===== src/rtl/crc32.sv =====
// ---------------------------------------------------------------------------
// crc32 - streaming Ethernet CRC-32 engine for the RMII transmit path.
//
// Absorbs one dibit per clock in wire order and continuously presents the
// complemented running checksum. The frame packer serialises axiod as the
// FCS, axiod[31] first.
//
// Ports:
//   clk    in   1   system clock (50 MHz RMII domain), rising edge
//   rst    in   1   synchronous active-high reset; reseeds the CRC
//   axiiv  in   1   input valid; dibit on axiid absorbed this cycle
//   axiid  in   2   input dibit; axiid[0] is the earlier bit on the wire
//   axiov  out  1   registered copy of axiiv (one-cycle delay)
//   axiod  out  32  current checksum, ~crc, driven from the register
//
// Handshake: valid-only stream, no back-pressure. Every cycle with axiiv=1
// transfers one dibit; axiov=1 on the following cycle marks axiod as
// covering that dibit. axiod stays stable while axiiv is low.
// ---------------------------------------------------------------------------
module crc32 (
  input  logic        clk,
  input  logic        rst,
  input  logic        axiiv,
  input  logic [1:0]  axiid,
  output logic        axiov,
  output logic [31:0] axiod
);

  localparam logic [31:0] POLY = 32'h04C11DB7;
  localparam logic [31:0] SEED = 32'hFFFFFFFF;

  // One MSB-first Galois step of the non-reflected polynomial.
  function automatic logic [31:0] crc_bit(input logic [31:0] c, input logic b);
    logic fb;
    fb = c[31] ^ b;
    return {c[30:0], 1'b0} ^ (fb ? POLY : 32'h0);
  endfunction

  logic [31:0] crc;
  logic [31:0] crc_next;

  // Earlier wire bit (axiid[0]) goes in first.
  always_comb begin
    crc_next = crc_bit(crc_bit(crc, axiid[0]), axiid[1]);
  end

  always_ff @(posedge clk) begin
    if (rst) begin
      crc   <= SEED;
      axiov <= 1'b0;
    end else begin
      axiov <= axiiv;
      if (axiiv) begin
        crc <= crc_next;
      end
    end
  end

  assign axiod = ~crc;

endmodule


===== config.mk =====
export PLATFORM = sky130hd
export DESIGN_NAME = crc32
export DESIGN_NICKNAME = d
export VERILOG_FILES = /design/src/rtl/crc32.sv
export SDC_FILE = /design/constraint.sdc
export NUM_CORES = 1
export LEC_CHECK = 0
export ABC_CLOCK_PERIOD_IN_PS = 1500
export CAP_MARGIN = 20
export CELL_PAD_IN_SITES_DETAIL_PLACEMENT = 0
export CELL_PAD_IN_SITES_GLOBAL_PLACEMENT = 1
export CORE_ASPECT_RATIO = 1.1
export CORE_MARGIN = 2
export CORE_UTILIZATION = 30
export DETAILED_ROUTE_END_ITERATION = 10
export PLACE_DENSITY = 0.69
export SLEW_MARGIN = 15
export SYNTH_ARGS = -nofsm -noshare
export SYNTH_HDL_FRONTEND = slang
export SYNTH_SLANG_ARGS = --single-unit
export TNS_END_PERCENT = 30

===== constraint.sdc =====
create_clock -name clk -period 1.5 [get_ports clk]
set_input_delay 0.15 -clock clk [delete_from_list [all_inputs] [get_ports clk]]
set_output_delay 0.15 -clock clk [all_outputs]
set_load 0.02 [all_outputs]

==> flow_results.org, run 1 <==
** Synthesis
- Top-area cell type share of the netlist area :: 43.8%
- Count of cell types in the netlist :: 15
- Most common flop cell mapped by yosys :: dfxtp_1
- Synthesis produced a netlist with a net count of 170.
- Synthesis produced 165 cells.
- Number of flops mapped to enable cells by yosys :: 0
- Ranked by instance count, the synthesized netlist is headed by inv_1, dfxtp_1, nor2_1, a211o_1, xnor2_1.
- After synthesis, flip-flops and latches occupy 43.8% of the total area.
- Yosys warns :: 0
- In the post-synthesis netlist, the cell with the most instances is inv_1.
- Synth area leaders :: dfxtp_1, xnor3_1, inv_1, a211o_1, xnor2_1
- Counting flops and latches in the post-synthesis netlist gives 33.
- Post-synthesis area per instance :: 9.15 µm²
- Cell Area, Synth :: 0.00151 mm²
- Counting flops with an async set or reset pin after synthesis yields a share of 0%.
- Area leader, netlist :: dfxtp_1

** Run
- Max_cap viols :: 0

** Clock tree
- TritonCTS built the clock tree.
- Clock-pin slew on the worst setup and hold paths :: 0.07 ns
- Clock latency on the worst-skew pair, taken at its later pin, is 0.29 ns.
- Counting the buffers created by CTS gives 5.
- In this run the deepest clock path goes through 2 buffers.
- The tree built by TritonCTS fans out to 33 sinks.
- Clock tree root buffer cell :: clkbuf_8
- After clock tree synthesis, the flow added hold-fix buffers numbering 0.
- The H-tree generated during clock tree synthesis spans 2 levels.

** Placement
- Number of buffers added on ports :: 37
- Global placement routability congestion :: 0.745
- Once detailed placement completed, the half-perimeter wirelength came to 2090 µm.
- Pre-CTS WS :: -0.0214 ns

** Floorplanning
- Horizontal extent of the die :: 71.6 µm
- The die is 78.4 µm tall.
- The die covers 0.00561 mm².
- Row cnt :: 27
- The total area inside the core boundary comes to 0.00493 mm².
- Top Ports :: 38
- Initial Utilization :: 30.6%

** STA
- The final count of pins violating max slew came to 0.
- Once routing completed, OpenROAD measured the worst setup slack at 0.0559 ns.
- Subtracting the final worst setup slack from the clock period gives 1.44 ns.
- Worst Clk Skew :: 0.00340 ns
- Static timing analysis puts the maximum clock frequency at 692 MHz.
- Slew at the pin closest to its max-slew limit :: 0.437 ns
- Max-Slew Margin vs Limit :: 70.8%
- Period utilization :: 96.3%
- RSZ-0062 raised after global routing :: false
- Final setup viols :: 0
- The hold violation count in the final report came to 0.
- Setup total negative slack on the finished layout was measured at 0 ns.

** Min path
- In this run the worst hold path is classified as flip-flop to flip-flop.
- Hold Crit Endpoint :: crc[15]
- HP Start :: crc[13]
- Cell count of the worst hold path :: 2

** Detailed routing
- Vias per cell :: 4.35
- Number of detailed-route iterations in the first pass :: 4
- Across all layers, the routed design uses 1144 vias.
- Detailed-route DRC error count :: 0
- The detail route stage leaves a number of antenna-violating nets equal to 0.
- Dividing the detail-routed wire length by the instance count gives 11.7 µm.
- Iter 0 DRT Violations :: 45
- The routed design has 3080 µm of wire.

** Power
- Peak VDD IR :: 0.434 mV
- The design draws 2.69 mW.
- Areal power density over the cells :: 1260 mW/mm²
- In this run the static leakage power is 1.10 nW.

** Cells and area
- Counting the fill cells in the layout gives 519.
- Share of the core filled with cells :: 43.1%
- The number of antenna diodes in the final layout is 0.
- In the final layout, the share of cells above drive strength 1 is 7.80%.
- Nets :: 209
- P&R area growth vs syn :: 41.0%

** GRT
- Pin count of the biggest net entering global routing :: 44
- For this run, the total global-route usage over all layers was measured as 11.7%.
- The initial antenna violation count came to 0.
- The first global-routing pass estimated 5010 µm of wire.
- Vias in the first global route :: 1056
- GR Overflow Total :: 0

** Critical path
- Maximum fanout along the worst path :: 2
- Critical path data arrival time :: 1.29 ns
- The worst setup path is of the flip-flop to output pin kind.
- Reg-to-reg critical path endpoint :: crc[8]
- The number of cells on the worst reg-to-reg path is 4.
- Data on the critical path is required at its endpoint by 1.35 ns.
- Reg-to-reg setup timing slack :: 0.25 ns
- The worst setup path is launched from a flip-flop.
- Start point of the critical path :: crc[30]
- The startpoint identified for the worst register-to-register timing path is crc[31].
- Type of destination of the critical path :: output pin

** Run status
- The run finished with clean final reports.
cells in the final DEF, fill, tap and decap left out, types with 2 or more instances in the layout:
master	instances
xnor3_1	6
o21ai_1	3
a21oi_1	6
bufinv_16	2
xnor2_2	2
xnor2_1	14
a211o_1	14
buf_4	2
clkbuf_8	5
o211ai_1	12
nor2_1	15
dfxtp_1	33
buf_12	4
inv_1	34
nand2_1	12
clkdlybuf4s50_1	36
o21ai_0	3
routing by layer:
metal / GRT usage [%] / up-vias / wire length, µm
li1: - / 601 / -
met1: 15.4 / 509 / 1500
met2: 16.9 / 30 / 1340
met3: 3.47 / 4 / 169
met4: 6.79 / 0 / 71
met5: 0 / - / 0
layout make-up:
class / count / area, µm² / share of cell area, %
clock buffers: 5 / 68.8 / 3.24
flip-flops and latches: 33 / 661 / 31.1
inverters: 34 / 128 / 6.00
multi-input cells: 87 / 664 / 31.2
repair buffers: 43 / 468 / 22.0
well taps: 58 / 72.6 / 3.41
clock inverters: 3 / 65.1 / 3.06
worst max path at each step:
stage / endpoint / depth (start not counted)
5_1_grt: axiod[30] / 2
6_report: axiod[30] / 2
2_1_floorplan: crc[12] / 4
3_3_place_gp: crc[12] / 5
4_1_cts: axiod[18] / 2
3_5_place_dp: crc[8] / 5
worst max-delay path, stage by stage, from the launching register on:
cell and delay [ns]:
dfxtp_1 0.34, inv_1 0.08, clkdlybuf4s50_1 0.60
per-stage QoR:
step                      instances  hold slack [ns]  instance area, µm²
after detailed placement        255            0.471                1990
after floorplan                 165            0.249                1510
final                           263            0.480                2130
after global routing            263            0.504                2130
after CTS                       263            0.481                2120
after global placement          255            0.465                1990
state kept, by name, indices dropped and copies added, names as in the netlist:
name and cells:
axiov 1, crc 32
cells by family after synthesis:
| kind of cell | Yosys count | synth area share, % |
|---|---|---|
| and+or+nand+nor | 27 | 6.72 |
| DFF | 33 | 43.8 |
| AOI/OAI and AO/OA | 38 | 18.1 |
| buffers and inverters | 45 | 12.2 |
| xor gates and xnor gates | 22 | 19.2 |
what timing repair did:
item,in CTS,in global routing
setup endpoints to repair,0,1
resized for setup,0,1
buffers inserted,0,0
power by group:
part           internal, mW  switching [mW]
combinational         0.365           0.311
clock                 0.660           0.337
sequential            0.958          0.0558
total                  1.98           0.704
Power figures use the tool's default switching activity.
==> run 2: changes to the inputs <==
--- a/config.mk
+++ b/config.mk
@@ -11,9 +11,9 @@
 export CELL_PAD_IN_SITES_GLOBAL_PLACEMENT = 1
 export CORE_ASPECT_RATIO = 1.1
 export CORE_MARGIN = 2
-export CORE_UTILIZATION = 30
+export CORE_UTILIZATION = 36
 export DETAILED_ROUTE_END_ITERATION = 10
-export PLACE_DENSITY = 0.69
+export PLACE_DENSITY = 0.81
 export SLEW_MARGIN = 15
 export SYNTH_ARGS = -nofsm -noshare
 export SYNTH_HDL_FRONTEND = slang
==> run 2 against run 1 <==
Effect of this change: clock power down 34%; clock skew up 0.0032 ns; die area down 16%; register-to-register slack worse by 0.02 ns; final cell count down 2.3%; first-iteration DRC count up 42%; maximum frequency up 0.28%; cell area down 2.8%; core utilization up 8.6 points; global-route usage up 2.7 points.
==> flow_results.org, run 2 (synthesized netlist as in run 1, its figures left out) <==
** Run status
- The flow ran to the end, and the final reports show no timing, DRC or antenna violations.

** Run
- Max-cap violations in this run came to 0.

** Power
- Leak pwr :: 1.07 nW
- Areal power density over the cells :: 1140 mW/mm²
- Peak VDD IR :: 0.582 mV

** Min path
- In this run the most critical hold path is launched from crc[17].
- Along the worst hold path, the cell count comes to 2.
- In this run the worst hold path is classified as flip-flop to flip-flop.

** Clock tree
- Clock-pin slew was measured on the worst setup and hold paths at 0.06 ns.
- H-tree depth :: 2
- In this run the deepest clock path goes through 2 buffers.
- TritonCTS built the clock tree.
- Clock tree root buffer cell :: clkbuf_8
- The clock drives 33 sinks.
- Hold buffer count at CTS :: 0
- Worst skew pair latency :: 0.27 ns
- Buffers inserted during clock tree synthesis total 5.

** STA
- Setup violations remaining at the end of the flow were counted as 0.
- Headroom to the max-slew limit came out at 70.5%.
- Period utilization :: 96.0%
- The clock arrives with 0.00657 ns of skew.
- Slew at the pin closest to its max-slew limit :: 0.441 ns
- RSZ-0062 raised after global routing :: false
- Post-Route Setup TNS :: 0 ns
- The final count of pins violating max slew is 0.
- The clock period could shrink to 1.44 ns.
- Timing would allow up to 694 MHz.
- The hold violation count in the final report is 0.

** Cells and area
- Leaving out fill and tap cells, the most frequent cells in the layout are clkdlybuf4s50_1, inv_1, dfxtp_1.
- Ranked by flip-flop count, first place goes to crc.
- Nets :: 210
- The largest registers in the layout are crc x32, axiov x1.
- Share of the core filled with cells :: 51.8%
- Share of layout cells above drive strength 1 :: 7.32%
- Flip-flop count of the largest register, all copies and words added :: 32
- Register Area :: 661 µm²
- The library cell used most frequently in the layout, excluding fill and tap cells, is clkdlybuf4s50_1.
- The number of antenna diodes in the final layout is 0.
- Fillers :: 385
- Multi-input logic area :: 664 µm²
- P&R area growth vs syn :: 37.0%

** Floorplanning
- Core Region :: 0.00399 mm²
- Row cnt :: 24
- The floorplan step set the die height to 71.9 µm.
- Once the floorplan was initialized, standard cells occupied 37.8% of the core.
- Horizontal extent of the die :: 65.7 µm
- The floorplan step defined a die boundary enclosing 0.00473 mm².
- Pin placement for this block handled 38 I/O pins.

** Detailed routing
- Vias :: 1181
- The detail route stage leaves a number of antenna-violating nets equal to 0.
- Vias per cell :: 4.60
- Number of detailed-route iterations in the first pass :: 4
- Average wire per cell in the routed design :: 12.2 µm
- For this block, the initial DRC count from the detailed router was 64.
- Wires add up to 3130 µm.
- In the routed design, unresolved DRC markers number 0.

** Placement
- Buffers placed on the I/O ports in this run total 37.
- Final HPWL DP :: 2200 µm
- Global placement routability congestion :: 0.702

** GRT
- Entering global routing, the biggest net connects 34 pins.
- Across every metal layer, demand over resource in global routing totals 14.4%.
- The first global-routing pass estimated 5310 µm of wire.
- Vias in the first global route :: 1166
- Summed over all layers, the global routing overflow is 0.
- Antenna violations before repair :: 0

** Critical path
- In this design, the stage delay of the slowest critical-path cell is 0.60 ns.
- R2r worst-path depth :: 4
- Maximum fanout along the worst path :: 2
- Type of the worst setup path :: flip-flop to output pin
- R2R Path Start :: crc[31]
- Critical path data arrival time :: 1.29 ns
- Broken down by cell family, the worst path's largest delay share belongs to buffers and inverters.
- In this run the number of cells on the critical path is 2.
- Start point of the critical path :: crc[31]
- Walking the worst path, the cells encountered are inv_1, clkdlybuf4s50_1.
- Together, buffers and inverters on the worst path number 2.
- CP Launch Type :: flip-flop
- Type of destination of the critical path :: output pin
- Among all stages on the critical path, the largest delay is contributed by clkdlybuf4s50_1.
- Data required time of the critical path :: 1.35 ns
-- run 2: cell types whose count changed in the layout (fill, tap and decap cells not counted), sizes merged --
cell | previous run | this run
clkinv | 1 | 0
bufinv | 2 | 0
buf | 6 | 7
clkbuf | 5 | 7
-- run 2: area by class of cell --
cell class | instances | share of cell area, %
clock buffers | 7 | 4.18
inverters | 34 | 6.17
multi-input cells | 87 | 32.1
flip-flops and latches | 33 | 32.0
well taps | 52 | 3.15
repair buffers | 44 | 22.4
-- run 2: worst paths after layout --
check / to / slack [ns]
worst min register to register: crc[19] / 0.48
worst min-delay path: crc[19] / 0.48
worst max register to register: crc[11] / 0.23
worst max-delay path: axiod[31] / 0.06
-- run 2: report_power, final --
group          total (mW)  leakage (nW)  internal (mW)  switching [mW]
sequential           1.02         0.275          0.959          0.0563
combinational       0.680         0.754          0.364           0.316
clock               0.658        0.0443          0.364           0.294
-- run 2: what timing repair did --
action                     in CTS  in global routing
setup endpoints to repair       0                  1
buffers inserted                0                  0
hold endpoints to repair        0                  0
resized for setup               0                  1
-- run 2: per-stage QoR --
stage	power (mW)	setup slack [ns]	hold slack [ns]	area, µm²	instances
floorplan	1.46	0.169	0.249	1510	165
global placement	1.70	0.0305	0.460	1980	250
detailed placement	1.72	-0.0329	0.473	1980	250
CTS	2.38	0.0427	0.490	2060	257
global route	2.49	0.00154	0.513	2070	257
finish	2.35	0.0600	0.480	2070	257
-- run 2: worst min-delay path: stages (launching register included) --
cell	delay, ns
dfxtp_1	0.33
nand2_1	0.06
o211ai_1	0.07
-- run 2: routing by layer --
metal,GRT usage [%],share of wire [%],vias to the layer above
met5,0,0,-
met1,18.1,43,546
li1,-,-,602
met3,3.88,4.5,4
met4,5.56,1.5,0
met2,23.6,51,29
